<file path="config.mk">
export PLATFORM = sky130hd
export DESIGN_NAME = exe_seq
export DESIGN_NICKNAME = d
export VERILOG_FILES = /design/src/rtl/exe_pkg.sv /design/src/rtl/exe_prog_mem.sv /design/src/rtl/exe_seq.sv
export SDC_FILE = /design/constraint.sdc
export NUM_CORES = 1
export LEC_CHECK = 0
export BUFFER_PORTS_ARGS = -buffer_cell sky130_fd_sc_hd__buf_2
export CAP_MARGIN = 10
export CORE_MARGIN = 3
export CORE_UTILIZATION = 61
export CTS_CLUSTER_SIZE = 14
export DETAILED_ROUTE_END_ITERATION = 6
export MAX_ROUTING_LAYER = met4
export PLACE_DENSITY = 0.82
export SKIP_CTS_REPAIR_TIMING = 1
export SYNTH_ARGS = -nofsm -noshare
export SYNTH_HDL_FRONTEND = slang
export SYNTH_SLANG_ARGS = --single-unit
</file>
<file path="constraint.sdc">
create_clock -name clk -period 4.3 [get_ports clk]
set_input_delay 0.86 -clock clk [delete_from_list [all_inputs] [get_ports clk]]
set_output_delay 0.86 -clock clk [all_outputs]
set_load 0.01 [all_outputs]
</file>
<file path="src/rtl/exe_pkg.sv">
// ---------------------------------------------------------------------------
// exe_pkg: shared types and constants for the execution sequencer.
//   - state_e      : sequencer state encoding (also exported on curr_state)
//   - *_DEF        : default field widths, memory depth and watchdog limit
//   - BRICK        : all-zero instruction word that halts the sequencer
//   - JUMP_OP      : all-ones opcode, an unconditional jump when the
//                    EXE_SEQ_JUMP_EN build option is enabled
//   - field_slice  : extracts one field from a packed instruction word
// ---------------------------------------------------------------------------
package exe_pkg;

    typedef enum logic [2:0] {
        ST_IDLE      = 3'd0,
        ST_DECODE    = 3'd1,
        ST_WAIT_DONE = 3'd2,
        ST_HALT      = 3'd3,
        ST_FAULT     = 3'd4
    } state_e;

    localparam int OP_W_DEF    = 3;
    localparam int REG_W_DEF   = 4;
    localparam int IMM_W_DEF   = 8;
    localparam int DEPTH_DEF   = 16;
    localparam int TIMEOUT_DEF = 255;
    localparam int INSTR_W_DEF = OP_W_DEF + 2 * REG_W_DEF + IMM_W_DEF;

    // Widest instruction word the slicing helper handles.
    localparam int SLICE_W = 64;

    localparam logic [INSTR_W_DEF-1:0] BRICK   = {INSTR_W_DEF{1'b0}};
    localparam logic [OP_W_DEF-1:0]    JUMP_OP = {OP_W_DEF{1'b1}};

    // Returns word[lsb +: width], zero-extended; width must be 1..SLICE_W.
    function automatic logic [SLICE_W-1:0] field_slice(
        input logic [SLICE_W-1:0] word,
        input int                 lsb,
        input int                 width
    );
        logic [SLICE_W-1:0] mask;
        mask = {SLICE_W{1'b1}} >> (SLICE_W - width);
        return (word >> lsb) & mask;
    endfunction

endpackage

</file>
<file path="src/rtl/exe_prog_mem.sv">
// ---------------------------------------------------------------------------
// exe_prog_mem: DEPTH x INSTR_W program store, no reset (contents survive rst).
//   clk      in   write clock
//   we       in   write strobe (already qualified by the sequencer state)
//   wr_addr  in   write address
//   wr_data  in   write data
//   rd_addr  in   asynchronous read address
//   rd_data  out  word at rd_addr; all-zero (a brick) for addresses >= DEPTH
// ---------------------------------------------------------------------------
module exe_prog_mem #(
    parameter int DEPTH   = 16,
    parameter int PC_W    = 4,
    parameter int INSTR_W = 19
) (
    input  logic               clk,
    input  logic               we,
    input  logic [PC_W-1:0]    wr_addr,
    input  logic [INSTR_W-1:0] wr_data,
    input  logic [PC_W-1:0]    rd_addr,
    output logic [INSTR_W-1:0] rd_data
);

    localparam logic [PC_W:0] DEPTH_V = (PC_W + 1)'(DEPTH);

    logic [INSTR_W-1:0] mem_r [DEPTH];
    logic               wr_ok_s;
    logic               rd_ok_s;

    assign wr_ok_s = ({1'b0, wr_addr} < DEPTH_V);
    assign rd_ok_s = ({1'b0, rd_addr} < DEPTH_V);

    // Write port: one word per clock when enabled and in range.
    always_ff @(posedge clk) begin
        if (we && wr_ok_s) begin
            mem_r[wr_addr] <= wr_data;
        end
    end

    // Read port: out-of-range addresses (non power-of-two DEPTH) read as a brick.
    always_comb begin
        rd_data = {INSTR_W{1'b0}};
        if (rd_ok_s) begin
            rd_data = mem_r[rd_addr];
        end else begin
            rd_data = {INSTR_W{1'b0}};
        end
    end

endmodule

</file>
<file path="src/rtl/exe_seq.sv">
// ---------------------------------------------------------------------------
// exe_seq: execution sequencer. Fetches words from a loadable program memory,
// decodes {op,s1,s2,dest} (MSB->LSB), issues a one-cycle en_alu pulse and
// waits for alu_done, with brick / end-of-memory halt and a watchdog fault.
//
// Build option: define EXE_SEQ_JUMP_EN to make the all-ones opcode an
// unconditional jump to s2[PC_W-1:0] (no ALU dispatch, no watchdog).
//
// Ports:
//   clk, rst            clock; synchronous active-high reset
//   prog_we/addr/data   program load port, honoured only in IDLE/HALT/FAULT
//   start               begin execution at pc 0 (from IDLE, HALT or FAULT)
//   alu_done            ALU completion, only looked at in WAIT_DONE
//   op, s1, s2, dest    registered instruction fields
//   en_alu              one-cycle ALU start pulse
//   stop, err           halted / watchdog fault (sticky until start)
//   busy                in DECODE or WAIT_DONE
//   pc, curr_state      program counter and state, for debug
// ---------------------------------------------------------------------------
module exe_seq
    import exe_pkg::*;
#(
    parameter int OP_W    = OP_W_DEF,
    parameter int REG_W   = REG_W_DEF,
    parameter int IMM_W   = IMM_W_DEF,
    parameter int DEPTH   = DEPTH_DEF,
    parameter int PC_W    = $clog2(DEPTH),
    parameter int TIMEOUT = TIMEOUT_DEF,
    parameter int INSTR_W = OP_W + 2 * REG_W + IMM_W
) (
    input  logic               clk,
    input  logic               rst,
    input  logic               prog_we,
    input  logic [PC_W-1:0]    prog_addr,
    input  logic [INSTR_W-1:0] prog_data,
    input  logic               start,
    input  logic               alu_done,
    output logic [OP_W-1:0]    op,
    output logic [REG_W-1:0]   s1,
    output logic [IMM_W-1:0]   s2,
    output logic [REG_W-1:0]   dest,
    output logic               en_alu,
    output logic               stop,
    output logic               err,
    output logic               busy,
    output logic [PC_W-1:0]    pc,
    output logic [2:0]         curr_state
);

    localparam int CNT_W   = $clog2(TIMEOUT + 1);
    localparam int OP_LSB  = 2 * REG_W + IMM_W;
    localparam int S1_LSB  = REG_W + IMM_W;
    localparam int S2_LSB  = REG_W;
    localparam int DST_LSB = 0;

    // The counter is cleared on entry to WAIT_DONE, so the edge that sees it
    // at TIMEOUT-1 is the TIMEOUT-th edge spent in WAIT_DONE.
    localparam logic [CNT_W-1:0]   CNT_LAST   = CNT_W'(TIMEOUT - 1);
    localparam logic [PC_W-1:0]    PC_LAST    = PC_W'(DEPTH - 1);
    localparam logic [INSTR_W-1:0] WORD_BRICK = INSTR_W'(BRICK);
`ifdef EXE_SEQ_JUMP_EN
    localparam logic [OP_W-1:0]    OP_JUMP    = {OP_W{JUMP_OP[0]}};
`endif

    state_e             state_r, state_s;
    logic [PC_W-1:0]    pc_r, pc_s;
    logic [CNT_W-1:0]   cnt_r, cnt_s;
    logic [OP_W-1:0]    op_r, op_s;
    logic [REG_W-1:0]   s1_r, s1_s;
    logic [IMM_W-1:0]   s2_r, s2_s;
    logic [REG_W-1:0]   dest_r, dest_s;
    logic               en_alu_r, en_alu_s;
    logic               stop_r, stop_s;
    logic               err_r, err_s;
    logic               busy_r, busy_s;

    logic [INSTR_W-1:0] word_s;
    logic               mem_we_s;
    logic [OP_W-1:0]    dec_op_s;
    logic [REG_W-1:0]   dec_s1_s;
    logic [IMM_W-1:0]   dec_s2_s;
    logic [REG_W-1:0]   dec_dest_s;

    // Loads are only accepted while no instruction is in flight.
    assign mem_we_s = prog_we &&
                      ((state_r == ST_IDLE) || (state_r == ST_HALT) || (state_r == ST_FAULT));

    exe_prog_mem #(
        .DEPTH   (DEPTH),
        .PC_W    (PC_W),
        .INSTR_W (INSTR_W)
    ) u_mem (
        .clk     (clk),
        .we      (mem_we_s),
        .wr_addr (prog_addr),
        .wr_data (prog_data),
        .rd_addr (pc_r),
        .rd_data (word_s)
    );

    // Split the fetched word into its fields.
    always_comb begin
        dec_op_s   = OP_W'(field_slice(SLICE_W'(word_s), OP_LSB, OP_W));
        dec_s1_s   = REG_W'(field_slice(SLICE_W'(word_s), S1_LSB, REG_W));
        dec_s2_s   = IMM_W'(field_slice(SLICE_W'(word_s), S2_LSB, IMM_W));
        dec_dest_s = REG_W'(field_slice(SLICE_W'(word_s), DST_LSB, REG_W));
    end

    // Next-state and next-output logic; every register holds unless changed.
    always_comb begin
        state_s  = state_r;
        pc_s     = pc_r;
        cnt_s    = cnt_r;
        op_s     = op_r;
        s1_s     = s1_r;
        s2_s     = s2_r;
        dest_s   = dest_r;
        en_alu_s = 1'b0;
        stop_s   = stop_r;
        err_s    = err_r;

        case (state_r)
            ST_IDLE: begin
                if (start) begin
                    state_s = ST_DECODE;
                    pc_s    = {PC_W{1'b0}};
                end else begin
                    state_s = ST_IDLE;
                end
            end

            ST_DECODE: begin
                if (word_s == WORD_BRICK) begin
                    state_s = ST_HALT;
                    stop_s  = 1'b1;
                    op_s    = {OP_W{1'b0}};
                    s1_s    = {REG_W{1'b0}};
                    s2_s    = {IMM_W{1'b0}};
                    dest_s  = {REG_W{1'b0}};
                end
`ifdef EXE_SEQ_JUMP_EN
                else if (dec_op_s == OP_JUMP) begin
                    state_s = ST_DECODE;
                    pc_s    = PC_W'(dec_s2_s);
                end
`endif
                else begin
                    state_s  = ST_WAIT_DONE;
                    op_s     = dec_op_s;
                    s1_s     = dec_s1_s;
                    s2_s     = dec_s2_s;
                    dest_s   = dec_dest_s;
                    en_alu_s = 1'b1;
                    cnt_s    = {CNT_W{1'b0}};
                end
            end

            ST_WAIT_DONE: begin
                // Done is checked first so it wins over a same-cycle timeout.
                if (alu_done) begin
                    if (pc_r == PC_LAST) begin
                        state_s = ST_HALT;
                        stop_s  = 1'b1;
                        op_s    = {OP_W{1'b0}};
                        s1_s    = {REG_W{1'b0}};
                        s2_s    = {IMM_W{1'b0}};
                        dest_s  = {REG_W{1'b0}};
                    end else begin
                        state_s = ST_DECODE;
                        pc_s    = pc_r + {{(PC_W-1){1'b0}}, 1'b1};
                    end
                end else if (cnt_r == CNT_LAST) begin
                    state_s = ST_FAULT;
                    err_s   = 1'b1;
                    op_s    = {OP_W{1'b0}};
                    s1_s    = {REG_W{1'b0}};
                    s2_s    = {IMM_W{1'b0}};
                    dest_s  = {REG_W{1'b0}};
                end else begin
                    cnt_s = cnt_r + {{(CNT_W-1){1'b0}}, 1'b1};
                end
            end

            ST_HALT, ST_FAULT: begin
                if (start) begin
                    state_s = ST_DECODE;
                    pc_s    = {PC_W{1'b0}};
                    stop_s  = 1'b0;
                    err_s   = 1'b0;
                end else begin
                    state_s = state_r;
                end
            end

            default: begin
                state_s = ST_IDLE;
                pc_s    = {PC_W{1'b0}};
                op_s    = {OP_W{1'b0}};
                s1_s    = {REG_W{1'b0}};
                s2_s    = {IMM_W{1'b0}};
                dest_s  = {REG_W{1'b0}};
                stop_s  = 1'b0;
                err_s   = 1'b0;
            end
        endcase

        busy_s = (state_s == ST_DECODE) || (state_s == ST_WAIT_DONE);
    end

    // State and output registers with synchronous reset.
    always_ff @(posedge clk) begin
        if (rst) begin
            state_r  <= ST_IDLE;
            pc_r     <= {PC_W{1'b0}};
            cnt_r    <= {CNT_W{1'b0}};
            op_r     <= {OP_W{1'b0}};
            s1_r     <= {REG_W{1'b0}};
            s2_r     <= {IMM_W{1'b0}};
            dest_r   <= {REG_W{1'b0}};
            en_alu_r <= 1'b0;
            stop_r   <= 1'b0;
            err_r    <= 1'b0;
            busy_r   <= 1'b0;
        end else begin
            state_r  <= state_s;
            pc_r     <= pc_s;
            cnt_r    <= cnt_s;
            op_r     <= op_s;
            s1_r     <= s1_s;
            s2_r     <= s2_s;
            dest_r   <= dest_s;
            en_alu_r <= en_alu_s;
            stop_r   <= stop_s;
            err_r    <= err_s;
            busy_r   <= busy_s;
        end
    end

    assign op         = op_r;
    assign s1         = s1_r;
    assign s2         = s2_r;
    assign dest       = dest_r;
    assign en_alu     = en_alu_r;
    assign stop       = stop_r;
    assign err        = err_r;
    assign busy       = busy_r;
    assign pc         = pc_r;
    assign curr_state = state_r;

endmodule

</file>
==> impl_metrics.toml, run 1 <==
[power]
p_leak_nw = 4.89
irDropWorstVdd_v = 0.000286
cellPowerDensity_nw_per_um2 = 462

[cts]
clock_sinks = 346
worst_skew_pair.late_latency_ns = 0.51
cts_made_buffers = 35
cts.root.buffer_cell = "clkbuf_16"
htreeDepth = 2
cts_tree = "built"
clk_transition_reported_paths_ns = 0.06
clock_path_buffers = 3

[floorplan]
design.portCount = 58
die_height_um = 154
design.core.area_um2 = 21300
horiz_die_dim_um = 154
dieArea_um2 = 23800
start_util_pct = 63.0
placementRows = 53

[place]
hpwlAfterDp_mm = 17.0
place.gp.congestion = 0.905
placement.io_buffers = 57
post_dp_cell_area_um2 = 14100

[synthesis]
syn_nets = 743
yosys.cell_types.count = 52
synth-async-reset-ratio_pct = 0
number_of_storage_elements_in_the_synthesis_netlist = 346
synth-seq-area-share_pct = 74.4
average_cell_area_after_synthesis_um2 = 18.8
synth_area_um2 = 13400
netlist_instances = 712
ys.warnings.count = 0
synth_edf_count = 304
synthFlopType = "edfxtp_1"

[grt]
gr-total-overflow = 0
grt_antenna_before_repair = 1
number_of_global_route_vias_before_repair = 7410
grt_usage_pct = 26.6
wire_length_of_the_first_global_routing_pass_mm = 45.8
maximum_number_of_pins_on_one_net_before_global_route_repair = 65

[setup_path]
cp_data_arrival_time_ns = 3.59
cp-start-kind = "register"
setup.worst_path.end_class = "register"
buffers_plus_inverters_on_the_worst_setup_path = 1
worst_path_cell_chain = "nand2b_1, nor2_1, buf_4, nand3_1, a2111oi_2, nand2_2, o211ai_1, xor2_1, nor2_1"
cpMostUsedCell = "nor2_1"
worstSetupPathType = "register to register"
crit_path_max_incr_delay_ns = 0.68
cp.required_ns = 4.67
critical-path-slowest-cell = "nor2_1"
crit_path_max_fanout = 14
worst_path_top_cell_family_by_delay = "simple AND/OR/NAND/NOR gates"

[timing]
final_worst_path_cycle_share_pct = 74.9
worst_hold_margin_ns = 0.476
maxClockFrequency_mhz = 310
finalHoldViolations = 0
final.min_clock_period_ns = 3.22
slew_viol_final = 0
final.setup_skew_ns = 0.0118
setup_repair_after_global_routing_missed_its_margin = "no"
max_slew_margin_pct = 25.2
timing.final.setup_violations = 0
setup_total_negative_slack_ns = 0
worst_slew_pin_slew_ns = 1.12

[cells_and_area]
design_area_um2 = 15200
final_core_util_pct = 71.6
layout.nets = 820
final_common_cell = "edfxtp_1"
areaGrowthSynthToFinish_pct = 13.8
multi_input_comb_area_um2 = 3300
layout.area.seq_um2 = 9980
final_layout_size_suffix_gt1_share_pct = 28.5
fillCellCount = 1201
mostFrequentLayoutCells = "edfxtp_1, mux4_2, buf_2, nor2_1, a22oi_1"

[routing]
drcViolationCount = 0
num_vias = 7301
iteration_0_drc_count_of_the_detailed_router = 840
detailedRoute.firstPassIterationCount = 5
avgViaCountPerCell = 6.72
routed_len_inst_um = 27.6
final_antenna_net_count = 0
route.final.wire_length_mm = 30.0

[job]
timing.max_cap.violations = 0

[min_path]
holdCritPathClass = "register to register"

[outcome]
status = "finished clean"
[through the flow]
| step | power, W | worst slack (ns) | std cells |
|---|---|---|---|
| floorplan | 0.00393 | 1.22 | 712 |
| global placement | 0.00403 | 1.12 | 1027 |
| detailed placement | 0.00405 | 1.05 | 1027 |
| CTS | 0.00708 | 1.04 | 1086 |
| global route | 0.00723 | 0.790 | 1087 |
| finish | 0.00704 | 1.08 | 1087 |
[per-layer routing]
layer / global-route usage (%) / wire length [um]
met1: 36.6 / 11300
met2: 40.1 / 14500
met3: 5.54 / 3070
met4: 10.5 / 1160
met5: - / 0
[flip-flops by register name, indices dropped and copies added (netlist names), named ones only]
register,cells
busy,1
cnt_r,8
curr_state,3
dest,4
en_alu,1
err,1
op,3
pc,4
s1,4
s2,8
stop,1
u_mem.mem_r,304
[synth_stat cells, types with 2 or more instances]
master / number / share of area, %
o21ai_1: 3 / 0.11
buf_4: 3 / 0.17
and2_1: 3 / 0.14
buf_1: 8 / 0.22
inv_1: 4 / 0.11
nand2b_1: 4 / 0.19
a21oi_1: 19 / 0.71
nor2_1: 54 / 1.5
nand2_1: 31 / 0.87
buf_6: 5 / 0.42
nor4_1: 2 / 0.093
clkbuf_1: 14 / 0.39
and3_1: 5 / 0.23
mux2i_1: 4 / 0.30
nand3b_1: 2 / 0.11
buf_2: 5 / 0.19
xor2_1: 3 / 0.20
ha_1: 3 / 0.28
nand3_1: 19 / 0.71
or3_1: 4 / 0.19
edfxtp_1: 304 / 68
a22oi_1: 40 / 2.2
o211ai_1: 2 / 0.11
mux4_2: 80 / 13
nor2b_1: 6 / 0.28
nor3b_1: 2 / 0.11
nor3_1: 12 / 0.45
o21ai_0: 6 / 0.22
dfxtp_1: 42 / 6.3
[cell type report]
cell class	instances	area share, %
well taps	275	2.26
repair buffers	75	3.00
flip-flops and latches	346	65.4
multi-input cells	326	21.6
inverters	5	0.123
clock inverters	17	1.35
clock buffers	42	6.20
diodes	1	0.0164
[worst paths after layout]
kind | startpoint | endpoint | slack, ns | depth (start not counted)
setup / recovery | curr_state[0] | cnt_r[6] | 1.08 | 9
hold / removal | s1[0] | s1[0] | 0.48 | 2
setup reg to reg | curr_state[0] | cnt_r[6] | 1.08 | 9
hold reg to reg | s1[0] | s1[0] | 0.48 | 2
[worst reg2reg max path, delay by kind of cell (launching register included)]
kind                      cells  cell delay (ns)
and+or+nand+nor               5             1.27
AOI/OAI and AO/OA             2             0.67
DFF                           1             0.60
buffers and inverters         1             0.35
xor gates and xnor gates      1             0.20
[power by group]
part	total (W)	leakage, nW	switching, W	internal [W]
sequential	0.00373	3.09	0.0000245	0.00370
combinational	0.000258	1.24	0.000170	0.0000881
clock	0.00306	0.562	0.00120	0.00186
total	0.00704	4.89	0.00140	0.00565
[cells by family after synthesis]
family	count (synthesis)	share of synthesized area [%]
flops	346	74.4
simple gates	150	5.29
compound gates	85	4.50
mux	84	13.7
buf+inv	40	1.53
xor+xnor	4	0.261
fa+ha+maj	3	0.280
Note: power is estimated with default switching activity, not from simulation.
==> inputs of run 2 (changes only) <==
Settings changed: CORE_UTILIZATION 61 to 55, PLACE_DENSITY 0.82 to 0.78.
Clock period 4.3 ns to 2.93 ns, I/O delays scaled along.
==> run 2 against run 1 <==
  * Critical path depth grew 2
  * Non-clock buffer count is 52 higher
  * Core utilization decreased by 4.6 points
  * Highest routed layer unchanged
  * Cell area grew 4.1%
  * Die area is 10% higher
  * Via count is 5.1% higher
  * Sequential power increased by 47%
==> impl_metrics.toml, run 2 (synthesized netlist as in run 1, its figures left out) <==
[timing]
final.min_clock_period_ns = 2.91
setup_total_negative_slack_ns = 0
post-route-worst-setup-slack_ns = 0.0228
timing.final.setup_violations = 0
maxClockFrequency_mhz = 344
worst_hold_margin_ns = 0.441
worst_slew_pin_slew_ns = 0.789
max_slew_margin_pct = 47.4
finalHoldViolations = 0
final.setup_skew_ns = 0.0195
final_worst_path_cycle_share_pct = 99.2
slew_viol_final = 0

[place]
place.gp.congestion = 0.903
dpl_worst_slack_ns = -0.102
hpwlAfterDp_mm = 20.0
placement.io_buffers = 57

[grt]
number_of_global_route_vias_before_repair = 7816
gr-total-overflow = 0
wire_length_of_the_first_global_routing_pass_mm = 48.8
grt_usage_pct = 25.7
maximum_number_of_pins_on_one_net_before_global_route_repair = 34
grt_antenna_before_repair = 2

[setup_path]
cp_data_arrival_time_ns = 3.29
critical-path-slowest-cell = "mux4_2"
r2r_cells = 11
setup.worst_path.end_class = "register"
cp-start-kind = "register"
buffers_plus_inverters_on_the_worst_setup_path = 3
worstSetupPathType = "register to register"
worst_path_cell_chain = "buf_12, buf_12, mux4_2, a22oi_1, nand2_2, nor3_4, nand3_2, buf_4, nor2_4, nor4_1, a32o_1"
rr_endpoint = "s2[0]"
crit_path_max_fanout = 15
crit_path_max_incr_delay_ns = 0.53
reg2reg_setup_slack_ns = 0.02
cp.required_ns = 3.32
worst_path_top_cell_family_by_delay = "simple AND/OR/NAND/NOR gates"
cpMostUsedCell = "buf_12"

[cells_and_area]
fillCellCount = 1514
mostFrequentLayoutCells = "edfxtp_1, mux4_2, buf_2, buf_4, nor2_1"
final_common_cell = "edfxtp_1"
areaGrowthSynthToFinish_pct = 18.4
layout.nets = 872
final_layout_size_suffix_gt1_share_pct = 34.7
largest_register_ffs = 304
largest_register_by_flop_count = "u_mem.mem_r"

[min_path]
holdCritPathClass = "input pin to register"
hold_path_end = "u_mem.mem_r[8][14]"
min_from = "prog_data[14]"
min_path_cells = 1

[routing]
avgViaCountPerCell = 6.47
num_vias = 7674
iteration_0_drc_count_of_the_detailed_router = 1155
route.final.wire_length_mm = 33.0
final_antenna_net_count = 0
drcViolationCount = 0
detailedRoute.firstPassIterationCount = 5
routed_len_inst_um = 27.8

[floorplan]
start_util_pct = 56.6
placementRows = 56
dieArea_um2 = 26300
design.core.area_um2 = 23700
design.portCount = 58
horiz_die_dim_um = 162
die_height_um = 162

[cts]
clock_sinks = 346
clk_transition_reported_paths_ns = 0.06
worst_skew_pair.late_latency_ns = 0.52
htreeDepth = 2
cts_made_buffers = 35
clock_path_buffers = 3
cts_tree = "built"
cts.root.buffer_cell = "clkbuf_16"

[power]
irDropWorstVdd_v = 0.000424
p_leak_nw = 5.19
cellPowerDensity_nw_per_um2 = 648

[outcome]
status = "finished clean"

[job]
timing.max_cap.violations = 0
-- run 2: changes by cell type in the layout (fill, tap and decap cells not counted), moves of 5 or more --
cell / delta
buf_12: +6
nand2_2: +7
nand2_1: -7
buf_4: +42
nor2_2: +5
-- run 2: worst register-to-register path, delay by kind of cell (launching register included) --
| kind | cells | cell delay [ns] |
|---|---|---|
| AND/OR/NAND/NOR | 5 | 0.81 |
| AO/OA/AOI/OAI | 2 | 0.56 |
| multiplexers | 1 | 0.54 |
| buffers and inverters | 3 | 0.48 |
| flip-flops | 1 | 0.38 |
-- run 2: layout make-up --
type,count,area (um^2),share of cell area (%)
diodes,3,7.51,0.0473
clock buffers,46,931,5.87
clock inverters,15,181,1.14
inverters,5,18.8,0.118
multi-input cells,326,3380,21.3
flip-flops and latches,346,9980,62.9
well taps,319,399,2.52
repair buffers,127,968,6.10
-- run 2: how the worst max path moves through the flow --
stage,to,slack (ns),depth (start not counted)
after floorplan,u_mem.mem_r[4][0],0.0008,6
after global placement,cnt_r[7],-0.05,11
after detailed placement,s2[0],-0.10,10
after CTS,s2[0],-0.26,10
after global routing,s2[0],-0.08,11
final,s2[0],0.02,11
-- run 2: stage by stage --
| stage | power [W] | cell area (um^2) | std cells | utilization [%] |
|---|---|---|---|---|
| final | 0.0103 | 15900 | 1187 | 67.0 |
| after global routing | 0.0105 | 15900 | 1186 | 67.0 |
| after CTS | 0.0103 | 15600 | 1172 | 65.9 |
| after detailed placement | 0.00597 | 14500 | 1111 | 61.2 |
| after global placement | 0.00595 | 14500 | 1111 | 61.2 |
| after floorplan | 0.00577 | 13400 | 712 | - |
-- run 2: power by group --
part / internal [W] / total (W) / switching, W / leakage [nW]
logic: 0.000161 / 0.000436 / 0.000275 / 1.56
registers: 0.00543 / 0.00547 / 0.0000361 / 3.09
clock network: 0.00260 / 0.00437 / 0.00177 / 0.546
-- run 2: per-layer routing --
layer  GRT usage [%]  vias up  routed length, um
met1            34.1     3929              12200
met3            4.74       66               3150
met2            41.4      520              16800
met5               -        -                  0
li1                -     3159                  -
met4            7.91        0                845
==> inputs of run 3 (changes only) <==
Settings changed: ABC_AREA from default to 1.
==> run 3 against run 2 <==
  * Wire length increased by 1.8%
  * Worst setup slack improved by 0.27 ns
  * Largest power group unchanged
  * Flip-flop and latch count unchanged
  * Critical endpoint is now u_mem.mem_r[13][11]
  * Sequential power about the same
  * Critical path type unchanged
==> impl_metrics.toml, run 3 <==
[synthesis]
post_synth_fa_ha_maj_area_fraction_pct = 0.261
synth-async-reset-ratio_pct = 0
synth_xor_xnor_area_share_pct = 0.427
yosys-top-cells-count = "nand2_1, edfxtp_1, nand3_1, nor2_1, inv_1"
synthFlopType = "edfxtp_1"
average_cell_area_after_synthesis_um2 = 10.6
number_of_storage_elements_in_the_synthesis_netlist = 346
synth-seq-area-share_pct = 69.4
ys.warnings.count = 0
dominant_combinational_cell_family_by_area_after_synthesis = "simple AND/OR/NAND/NOR gates"
synth_area_um2 = 14400
synthDominantCellAreaShare_pct = 63.6
synth-simple-area-share_pct = 20.4
area_fraction_in_compound_gates_after_synthesis_pct = 4.19
yosysMostFrequentCell = "nand2_1"
multiplexer_fraction_of_the_synthesized_cell_area_pct = 0
syn_nets = 1381
yosys.area.top_type = "edfxtp_1"
synth.area.top_cells = "edfxtp_1, nand2_1, nand3_1, dfxtp_1, nor2_1"
netlist_instances = 1350
yosys.cell_types.count = 35
synth_edf_count = 304

[min_path]
holdCritPathClass = "register to register"
min_from = "err"

[power]
total_power_w = 0.0106
p_leak_nw = 6.31
irDropWorstVdd_v = 0.000440
cellPowerDensity_nw_per_um2 = 653

[grt]
wire_length_of_the_first_global_routing_pass_mm = 52.3
grt_usage_pct = 24.4
number_of_global_route_vias_before_repair = 9592
grt.met1_usage_pct = 32.3
global_route.usage.met2_pct = 38.4
top_usage_layer = "met2"
maximum_number_of_pins_on_one_net_before_global_route_repair = 70
global_route.usage.met3_pct = 4.70
gr-total-overflow = 0
grt_antenna_before_repair = 1

[routing]
iteration_0_drc_count_of_the_detailed_router = 1236
avgViaCountPerCell = 5.62
route.final.wire_length_mm = 33.6
detailedRoute.firstPassIterationCount = 5
routed_len_inst_um = 18.9
drcViolationCount = 0
final_antenna_net_count = 0
num_vias = 9992

[cells_and_area]
fillCellCount = 1882
final_layout_size_suffix_gt1_share_pct = 12.3
largest_register_ffs = 304
design_area_um2 = 16300
areaGrowthSynthToFinish_pct = 13.4
final_common_cell = "nand2_1"
largest_register_by_flop_count = "u_mem.mem_r"
mostFrequentLayoutCells = "nand2_1, edfxtp_1, nand3_1, nor2_1, inv_1"
post_layout_nonfiller_instances = 1777
layout.nets = 1453

[floorplan]
start_util_pct = 56.5
horiz_die_dim_um = 168
dieArea_um2 = 28100
design.portCount = 58
die_height_um = 168
placementRows = 58
design.core.area_um2 = 25400

[setup_path]
cp_data_arrival_time_ns = 2.82
setup.worst_path.end_class = "register"
crit_path_max_fanout = 11
worstSetupPathType = "register to register"
cp-start-kind = "register"
cp-startpoint = "curr_state[0]"
r2r-start = "curr_state[0]"
cp.required_ns = 3.12

[cts]
clock_sinks = 346
cts_made_buffers = 35
clk_transition_reported_paths_ns = 0.06
worst_skew_pair.late_latency_ns = 0.51
htreeDepth = 2
cts.root.buffer_cell = "clkbuf_16"
cts_tree = "built"
clock_path_buffers = 3

[place]
place.gp.congestion = 0.888
hpwlAfterDp_mm = 20.4
dpl_worst_slack_ns = 0.280
placement.io_buffers = 57
post_dp_cell_area_um2 = 15200
placedCellCount = 1715

[timing]
final_worst_path_cycle_share_pct = 89.8
worst_slew_pin_slew_ns = 0.799
maxClockFrequency_mhz = 380
timing.final.setup_violations = 0
max_slew_margin_pct = 46.6
slew_viol_final = 0
post-route-worst-setup-slack_ns = 0.298
setup_total_negative_slack_ns = 0
finalHoldViolations = 0
setup_repair_after_global_routing_missed_its_margin = "no"
final.setup_skew_ns = 0.0153
final.min_clock_period_ns = 2.63

[outcome]
status = "finished clean"

[job]
timing.max_cap.violations = 0
## run 3: layout make-up
cell class                 count  area, um^2  share of cell area (%)
antenna                        1        2.50                  0.0154
clock buffer                  41         898                    5.52
clock inverter                20         145                   0.891
inverter                     112         423                    2.60
multi-input combinational    823        3670                    22.6
sequential                   346        9970                    61.3
tap                          330         413                    2.54
timing repair buffer         104         751                    4.61
## run 3: cell families (layout without fill, tap and decap cells)
group / after synthesis / in the layout
AOI/OAI and AO/OA: 106 / 106
and+or+nand+nor: 707 / 707
DFF: 346 / 346
adders and majority gates: 3 / 3
xor gates and xnor gates: 7 / 7
other: 0 / 1
buffers and inverters: 181 / 277
## run 3: critical path, stage by stage (launching register included)
cell and delay, ns:
dfxtp_1 0.35, nor2_1 0.16, inv_1 0.07, nor2_1 0.15, o21ai_0 0.19, inv_1 0.17, nand3_1 0.20, nor2_2 0.62
buf_4 0.38
## run 3: metrics by stage
| step | hold slack [ns] | utilization, % |
|---|---|---|
| after global placement | 0.435 | 59.9 |
| final | 0.443 | 64.1 |
| after floorplan | 0.466 | - |
| after CTS | 0.431 | 64.1 |
| after detailed placement | 0.437 | 59.9 |
| after global routing | 0.452 | 64.1 |
## run 3: where the power goes
group / internal (W) / switching [W]
registers: 0.00544 / 0.0000410
logic: 0.000329 / 0.000710
clock network: 0.00236 / 0.00175
total: 0.00814 / 0.00250
## run 3: final timing paths
path	depth (start not counted)	slack (ns)	end
worst max-delay path	8	0.30	u_mem.mem_r[13][11]
worst max register to register	8	0.30	u_mem.mem_r[13][11]
worst min register to register	2	0.44	err
worst min-delay path	2	0.44	err
## run 3: metal layers
layer | wire, um | part of all wire, %
met1 | 13300 | 40
met2 | 15900 | 47
met5 | 0 | 0
met4 | 1030 | 3.1
met3 | 3300 | 9.8
